## src/rtl/act_pkg.sv

```systemverilog
// Shared definitions for the activation pipeline: mode encoding and counter width.
package act_pkg;

    typedef enum logic [1:0] {
        ACT_RELU   = 2'd0,
        ACT_LEAKY  = 2'd1,
        ACT_CLIP   = 2'd2,
        ACT_BYPASS = 2'd3
    } act_mode_e;

    localparam int ZeroCountWidth = 32;

endpackage

```

## src/rtl/act_elem.sv

```systemverilog
// Per-element activation: ReLU / leaky / clip / bypass, then signed saturation to OutputWidth.
// neg_zero flags an element that was negative and forced to zero.
module act_elem
    import act_pkg::*;
#(
    parameter int InputWidth  = 8,
    parameter int OutputWidth = InputWidth,
    parameter int LeakShift   = 3,
    parameter int ClipMax     = 2**(OutputWidth-1)-1
) (
    input  logic [InputWidth-1:0]  x,
    input  act_mode_e              mode,
    output logic [OutputWidth-1:0] y,
    output logic                   neg_zero
);

    // One guard bit above the wider of the two widths keeps every intermediate exact.
    localparam int WW = ((InputWidth > OutputWidth) ? InputWidth : OutputWidth) + 1;
    localparam logic signed [WW-1:0] OMAX = WW'((2**(OutputWidth-1)) - 1);
    localparam logic signed [WW-1:0] OMIN = ~OMAX;
    localparam logic signed [WW-1:0] CMAX = WW'(ClipMax);

    logic signed [WW-1:0] xe;
    logic signed [WW-1:0] r;
    logic                 neg;

    assign xe  = {{(WW-InputWidth){x[InputWidth-1]}}, x};
    assign neg = x[InputWidth-1];

    always_comb begin
        r = xe;
        case (mode)
            ACT_RELU:   r = neg ? '0 : xe;
            ACT_LEAKY:  r = neg ? (xe >>> LeakShift) : xe;
            ACT_CLIP:   r = neg ? '0 : ((xe > CMAX) ? CMAX : xe);
            default:    r = xe;
        endcase
    end

    always_comb begin
        if (r > OMAX) begin
            y = OMAX[OutputWidth-1:0];
        end else if (r < OMIN) begin
            y = OMIN[OutputWidth-1:0];
        end else begin
            y = r[OutputWidth-1:0];
        end
    end

    assign neg_zero = neg & ((mode == ACT_RELU) | (mode == ACT_CLIP));

endmodule

```

## src/rtl/activation_pipe.sv

```systemverilog
// Two-stage elastic activation pipeline (S1 compute register, S2 output register)
// with a saturating count of negative elements zeroed at the output handshake.
module activation_pipe
    import act_pkg::*;
#(
    parameter int InputWidth  = 8,
    parameter int OutputWidth = InputWidth,
    parameter int Channels    = 1,
    parameter int LeakShift   = 3,
    parameter int ClipMax     = 2**(OutputWidth-1)-1
) (
    input  logic                            clk_i,
    input  logic                            rst_i,
    input  logic                            valid_i,
    output logic                            ready_o,
    input  logic [Channels*InputWidth-1:0]  data_i,
    input  logic [1:0]                      mode_i,
    output logic                            valid_o,
    input  logic                            ready_i,
    output logic [Channels*OutputWidth-1:0] data_o,
    input  logic                            clear_i,
    output logic [ZeroCountWidth-1:0]       zero_count_o
);

    localparam int ZW = $clog2(Channels + 1);

    logic [Channels*OutputWidth-1:0] act_d;
    logic [Channels*OutputWidth-1:0] s1_data;
    logic [Channels*OutputWidth-1:0] s2_data;
    logic [Channels-1:0]             zf;
    logic [ZW-1:0]                   zsum;
    logic [ZW-1:0]                   s1_zeros;
    logic [ZW-1:0]                   s2_zeros;
    logic                            s1_valid;
    logic                            s2_valid;
    logic                            s1_adv;
    logic                            s2_adv;
    logic                            out_hs;
    logic [ZeroCountWidth:0]         cnt_sum;
    logic [ZeroCountWidth-1:0]       cnt_next;
    logic [ZeroCountWidth-1:0]       zero_count_q;

    // Mode is consumed here, at acceptance, so later mode_i changes cannot reach stored beats.
    for (genvar c = 0; c < Channels; c++) begin : g_ch
        act_elem #(
            .InputWidth  (InputWidth),
            .OutputWidth (OutputWidth),
            .LeakShift   (LeakShift),
            .ClipMax     (ClipMax)
        ) u_elem (
            .x        (data_i[c*InputWidth +: InputWidth]),
            .mode     (act_mode_e'(mode_i)),
            .y        (act_d[c*OutputWidth +: OutputWidth]),
            .neg_zero (zf[c])
        );
    end

    always_comb begin
        zsum = '0;
        for (int c = 0; c < Channels; c++) begin
            zsum = zsum + ZW'(zf[c]);
        end
    end

    assign s2_adv  = ~s2_valid | ready_i;
    assign s1_adv  = ~s1_valid | s2_adv;
    assign ready_o = s1_adv;
    assign out_hs  = s2_valid & ready_i;
    assign valid_o = s2_valid;
    assign data_o  = s2_data;

    always_ff @(posedge clk_i or posedge rst_i) begin
        if (rst_i) begin
            s1_valid <= 1'b0;
            s2_valid <= 1'b0;
            s1_data  <= '0;
            s2_data  <= '0;
            s1_zeros <= '0;
            s2_zeros <= '0;
        end else begin
            if (s1_adv) begin
                s1_valid <= valid_i;
                if (valid_i) begin
                    s1_data  <= act_d;
                    s1_zeros <= zsum;
                end
            end
            if (s2_adv) begin
                s2_valid <= s1_valid;
                if (s1_valid) begin
                    s2_data  <= s1_data;
                    s2_zeros <= s1_zeros;
                end
            end
        end
    end

    assign cnt_sum  = {1'b0, zero_count_q} + (ZeroCountWidth+1)'(s2_zeros);
    assign cnt_next = cnt_sum[ZeroCountWidth] ? '1 : cnt_sum[ZeroCountWidth-1:0];

    // A clear that coincides with an output handshake keeps that beat's contribution.
    always_ff @(posedge clk_i or posedge rst_i) begin
        if (rst_i) begin
            zero_count_q <= '0;
        end else if (out_hs) begin
            zero_count_q <= clear_i ? ZeroCountWidth'(s2_zeros) : cnt_next;
        end else if (clear_i) begin
            zero_count_q <= '0;
        end
    end

    assign zero_count_o = zero_count_q;

endmodule

```

## config.mk

```make
export PLATFORM = sky130hd
export DESIGN_NAME = activation_pipe
export DESIGN_NICKNAME = d
export VERILOG_FILES = /design/src/rtl/act_pkg.sv /design/src/rtl/act_elem.sv /design/src/rtl/activation_pipe.sv
export SDC_FILE = /design/constraint.sdc
export NUM_CORES = 1
export LEC_CHECK = 0
export ABC_AREA = 1
export BUFFER_PORTS_ARGS = -buffer_cell sky130_fd_sc_hd__buf_4
export CORE_UTILIZATION = 35
export DETAILED_ROUTE_END_ITERATION = 7
export PLACE_DENSITY_LB_ADDON = 0.3
export SLEW_MARGIN = 20
export SYNTH_ARGS = -nofsm -noshare
export SYNTH_HDL_FRONTEND = slang
export SYNTH_SLANG_ARGS = --single-unit
```

## constraint.sdc

```tcl
create_clock -name clk_i -period 1.85 [get_ports clk_i]
set_input_delay 0.2775 -clock clk_i [delete_from_list [all_inputs] [get_ports clk_i]]
set_output_delay 0.2775 -clock clk_i [all_outputs]
set_load 0.02 [all_outputs]
```

======== After elaboration in Yosys (flattened, before gate mapping) ========
Cells that the tools add are included.
word-level totals
  bits in registers ....................... 52
  input port bits ......................... 15
  word-level logic and storage cells ...... 35
cells by class
  add/sub/neg operators ................... 1
  order comparisons ....................... 3
  equal/unequal tests ..................... 2
  mux-type cells .......................... 11
  bitwise logic cells ..................... 7
  reductions and logical operators ........ 4
operators with widths
  kind                                                                             count
  32-bit 2-to-1 mux                                                                4
  32-bit by 1-bit adder with 33-bit output                                         1
  9-bit one-hot mux with 3 select lines                                            1
  7-bit 2-to-1 mux                                                                 3
  8-bit 2-to-1 mux                                                                 2
  9-bit by 8-bit greater-than comparator with 1-bit output, second input constant  1
  9-bit by 8-bit < comparator with 1-bit output, second input constant             1
  9-bit 2-to-1 mux                                                                 1
  8-bit greater-than comparator, second input constant                             1
  2-bit AND reduction                                                              2
  1-bit bitwise OR                                                                 3
  1-bit AND                                                                        2
  2-bit by 1-bit equality test with 1-bit output, second input constant            1
  2-bit equality test, second input constant                                       1
  2-bit logical NOT                                                                1
  1-bit NOT                                                                        2
  2-bit nonzero test                                                               1

======== Longest topological paths before layout ========
  depth after elaboration ................. 7
  gate-level depth with buffers ........... 11

======== Hierarchy ========
From an unflattened synthesis, not the netlist that was laid out.
unflattened totals
  cell total of the unflattened synthesis .. 460
  area total of the unflattened synthesis .. 3260.6 um^2
by module, submodules not included
  module           instances  cells each  area each (um^2)
  activation_pipe  1          435         3143.0
  act_elem         1          25          117.6

======== Worst setup path after synthesis ========
Ideal clock, no wire load.
  path kind ............................... register to register
  start ................................... register zero_count_q[0] (netlist: zero_count_o[0])
  end ..................................... register zero_count_q[16] (netlist: zero_count_o[16])
  arrival time ............................ 1800 ps
  data required time ...................... 1773 ps
  path slack .............................. -26 ps
  cell stages (with the launch flop) ...... 12
  clock period less this slack ............ 1876 ps
  path through ............................ dfrtp_1 ha_1 ha_1 nand2_2 nor2_4 nand2_4 nor2_4 nand2_4 buf_6 nand3_1 nand2_1 o21ai_1
on the way
  cells in the longest elaborated chain, start to end .. 4
ends and longest elaborated chain
  item                                      line                    RTL
  start, declared                           activation_pipe.sv:41   logic [ZeroCountWidth-1:0] zero_count_q;
  start signal, assigned                    activation_pipe.sv:106  zero_count_q <= clear_i ? ZeroCountWidth'(s2_zeros) : cnt_next;
  32-bit by 1-bit adder with 33-bit output  activation_pipe.sv:98   assign cnt_sum = {1'b0, zero_count_q} + (ZeroCountWidth+1)'(s2_zeros);
  32-bit 2-to-1 mux                         activation_pipe.sv:99   assign cnt_next = cnt_sum[ZeroCountWidth] ? '1 : cnt_sum[ZeroCountWidth-1:0];
  32-bit 2-to-1 mux                         activation_pipe.sv:106
  32-bit 2-to-1 mux                         activation_pipe.sv:105  end else if (out_hs) begin
No other way between the ends.
A chain may end at the register's enable or synchronous reset.

======== Final worst setup path ========
  start ................................... register s2_zeros
  end ..................................... register zero_count_q[28] (netlist: zero_count_o[28])
on the way
  cells in the longest elaborated chain, start to end .. 4
ends and longest elaborated chain
  item                                      line                    RTL
  start, declared                           activation_pipe.sv:33   logic [ZW-1:0] s2_zeros;
  start signal, assigned                    activation_pipe.sv:92   s2_zeros <= s1_zeros;
  32-bit by 1-bit adder with 33-bit output  activation_pipe.sv:98
  32-bit 2-to-1 mux                         activation_pipe.sv:99
  32-bit 2-to-1 mux                         activation_pipe.sv:106
  32-bit 2-to-1 mux                         activation_pipe.sv:105
No other way between the ends.

==> summary.md <==
| Metric | Value |
|---|---|
| Status | `finished with violations` |
| Failing checks | `design-rule violations, negative hold slack` |
| Num ports | `57` |
| Cell Pwr Density | `632.9 mW/mm²` |
| Row count | `34` |
| Placed inst area | `slightly below 0.004 mm²` |
| Pre-CTS setup slack | `0.04533 ns` |
| Total gr overflow | `0` |
| CP Depth | `11` |
| Switch share | `0.2863` |
| Number of inserted diodes | `0` |
| Clock net sink count | `52` |
| # DRC | `4` |
| Crit-path max FO | `3` |
| DP Cell Count | `roughly 660` |
| Overall Global Routing Usage | `0.1908` |
| DR iter-0 viols | `250` |
| DP Wirelength | `between 6000 and 7000 µm` |
| Clock transition at path regs | `~0.10 ns` |
| Crit path required time | `2.05 ns` |
| First-pass GRT wire length | `between 10000 and 15000 µm` |
| Avg Cell Area, Syn | `roughly 6.6 µm²` |
| Largest delay share family, worst path | `simple AND/OR/NAND/NOR gates` |
| Final ANT Viol Nets | `0` |
| Max Buffers Root-to-Sink | `2` |
| Synth warnings | `0` |
| CTS tree | `done` |
| CP endpoint | `zero_count_o[28]$_DFFE_PP0P_` |
| Mapped Cells | `483` |
| Final Hold Vio Count | `14` |
| Total wire length | `8772 µm` |
| Final instance area | `~0.0040 mm²` |
| Yosys top cell area share | `0.4053` |
| Buffer and inverter count on the worst path | `1` |
| Share of cells above drive strength 1 | `0.1986` |
| CTS Buf Count | `5` |
| Yosys top cell by area | `dfrtp_1` |
| Pleak | `1.913 nW` |
| Final slew viol count | `0` |
| Worst Skew | `roughly 0.010 ns` |
| Min Tclk post-route | `1.736 ns` |
| Relative slew slack | `0.6610` |
| Slew @ Worst Pin | `between 0.5 and 0.6 ns` |
| Slowest cell delay on critical path | `~0.37 ns` |
| FF-to-FF End | `zero_count_o[28]$_DFFE_PP0P_` |
| Post-synth ARST share | `1.000` |
| Die area | `about 0.0096 mm²` |
| Area Growth Syn to Fin | `25.88%` |
| Cell Area, Synth | `about 0.0032 mm²` |
| Clock Power Share | `0.309` |
| Worst Path Arrival | `1.94 ns` |
| DR WL/cell | `around 13 µm` |
| Hold crit path type | `in2async` |
| Fmax | `just under 600 MHz` |
| Port bufs | `56` |
| Post-Syn Nets | `500` |
| Antenna violations before repair | `0` |
| Clock Latency Late Sink | `around 0.30 ns` |
| Avg Vias per Cell | `4.829` |
| GP Congestion | `0.9018` |
| Commonest cells post-synth | `nand2_1 (187), inv_1 (58), nor2_1 (55)` |
| Yosys cell types | `21` |
| Hold WS | `-0.01265 ns` |
| Pre-antenna DRT Iters | `7` |
| Setup violators final | `0` |
| Internal power | `around 0.0018 W` |
| Die width | `slightly below 100 µm` |
| Min setup slack post-route | `between 0.1 and 0.15 ns` |
| RR Startpoint | `s2_zeros$_DFFE_PP0P_` |
| Gate power share | `0.189` |
| Vias | `~3200` |
| Critical Path Start | `s2_zeros$_DFFE_PP0P_` |
| VDD IR max | `0.0004013 V` |
| Fin util | `0.4589` |
| Synth top area cells | `dfrtp_1 (41%), nand2_1 (22%), nand3_1 (7.0%), inv_1 (6.8%), nor2_1 (6.4%)` |
| Psw | `~0.00073 W` |
| Pin count of the biggest net entering global routing | `33` |
| Worst r2r path cells | `11` |
| CTS Hold Bufs | `0` |
| Starting Density | `0.3646` |
| Most common cell in the synthesized netlist | `nand2_1` |
| Worst path slowest cell | `dfrtp_1` |
| Worst Setup Path Type | `reg2reg` |
| EDFF count, synth | `0` |
| Most used cell along the critical path | `nand2_1` |
| Post-synthesis sequential area ratio | `0.4053` |
| Clock Tree Root | `clkbuf_8` |
| Final period utilization | `0.9384` |
| Number of global-route vias before repair | `just over 3000` |
| R2R Setup Slk | `about 0.11 ns` |
| Crit end category | `flip-flop` |
| Most frequently used flop master after synthesis | `dfrtp_1` |
| CP cell instances | `ha_2 -> ha_1 -> nand2_2 -> nor2_4 -> inv_1 -> nor2_1 -> nand2_1 -> nand2_1 -> nand3_1 -> nand2_1 -> nand2_1` |
| Chip height | `a little under 100 µm` |
| Critical path launch point type | `flip-flop` |
| Sequential power share | `0.502` |
| Core area | `0.008806 mm²` |
| Nets@finish | `about 580` |
| #FFs+latches synth | `52` |
| Final Non-Filler Cells | `about 670` |
| H-tree levels | `2` |
| Max_cap viols | `0` |
[sequential cells by signal (all words and copies together) (netlist names)]
register	count
s2_zeros	1
valid_o	1
s1_zeros	1
s1_data	8
zero_count_o	32
s1_valid	1
data_o	8
[cell usage in the layout, fill, tap and decap left out]
master	instances
nand2_8	2
dfrtp_1	52
nand2_2	1
clkbuf_8	5
nand3_1	44
o21ai_0	36
nand3_2	10
ha_1	1
o21ai_1	13
inv_1	57
inv_2	1
buf_4	75
nand4_1	1
nor2_2	5
nor2_1	51
nor2_4	5
o21ai_2	1
bufinv_16	1
clkinv_2	1
nand2_4	1
a21oi_1	3
nand3b_1	2
buf_12	2
ha_2	1
clkbuf_1	1
nand2_1	187
[power by group through the flow]
stage	sequential (W)	combinational [W]	clock, W
global route	0.00130	0.000544	0.000852
CTS	0.00129	0.000493	0.000817
floorplan	0.00138	0.000193	0
finish	0.00128	0.000483	0.000791
detailed placement	0.00131	0.000493	0
global placement	0.00131	0.000486	0
[area by class of cell]
type | instances | area (µm²)
inverters | 58 | 217.7
well taps | 108 | 135.1
clock inverters | 2 | 35.03
fillers | 915 | 4765
multi-input cells | 364 | 1677
repair buffers | 77 | 603.1
flip-flops and latches | 52 | 1301
clock buffers | 6 | 72.57
[worst min-delay path by stage]
| stage | start | endpoint | slack (ns) |
|---|---|---|---|
| finish | rst_i | zero_count_o[4]$_DFFE_PP0P_ | -0.01 |
| global route | rst_i | zero_count_o[4]$_DFFE_PP0P_ | 0.03 |
| CTS | rst_i | zero_count_o[4]$_DFFE_PP0P_ | 0.009 |
| detailed placement | rst_i | zero_count_o[2]$_DFFE_PP0P_ | 0.34 |
| global placement | rst_i | zero_count_o[3]$_DFFE_PP0P_ | 0.34 |
| floorplan | valid_i | s1_valid$_DFFE_PP0N_ | 0.42 |
[repair_timing]
action / in CTS / in global routing
setup buffers: 0 / 2
setup endpoints to repair: 0 / 31
resized for setup: 0 / 7
[logic make-up after synthesis]
kind of cell / count (synthesis) / synth area share
AND/OR/NAND/NOR: 308 / 0.4147
buffers and inverters: 68 / 0.08846
adder cells (fa/ha/maj): 2 / 0.007793
AO/OA/AOI/OAI: 53 / 0.08379
flip-flops: 52 / 0.4053
[metrics by stage]
step	hold slack, ns	power [W]	setup TNS, ns
finish	-0.01265	0.002558	0
global route	0.02906	0.002694	-0.003644
CTS	0.009298	0.002595	0
detailed placement	0.3434	0.001799	0
global placement	0.3375	0.001791	0
floorplan	0.4236	0.001570	0
[routing by layer]
layer | vias to the layer above | GRT usage | part of all wire
li1 | 1659 | - | -
met1 | 1470 | 0.2394 | 0.45
met2 | 80 | 0.3372 | 0.49
met3 | 12 | 0.03722 | 0.049
met4 | 0 | 0.04662 | 0.017
met5 | - | 0 | 0
[worst reg2reg max path, delay by kind of cell (launching register included)]
| family | cells | cell delay [ns] |
|---|---|---|
| AND/OR/NAND/NOR | 8 | 0.81 |
| flip-flops | 1 | 0.37 |
| adder cells (fa/ha/maj) | 2 | 0.36 |
| buffers and inverters | 1 | 0.09 |
Note: power is estimated with default switching activity, not from simulation.
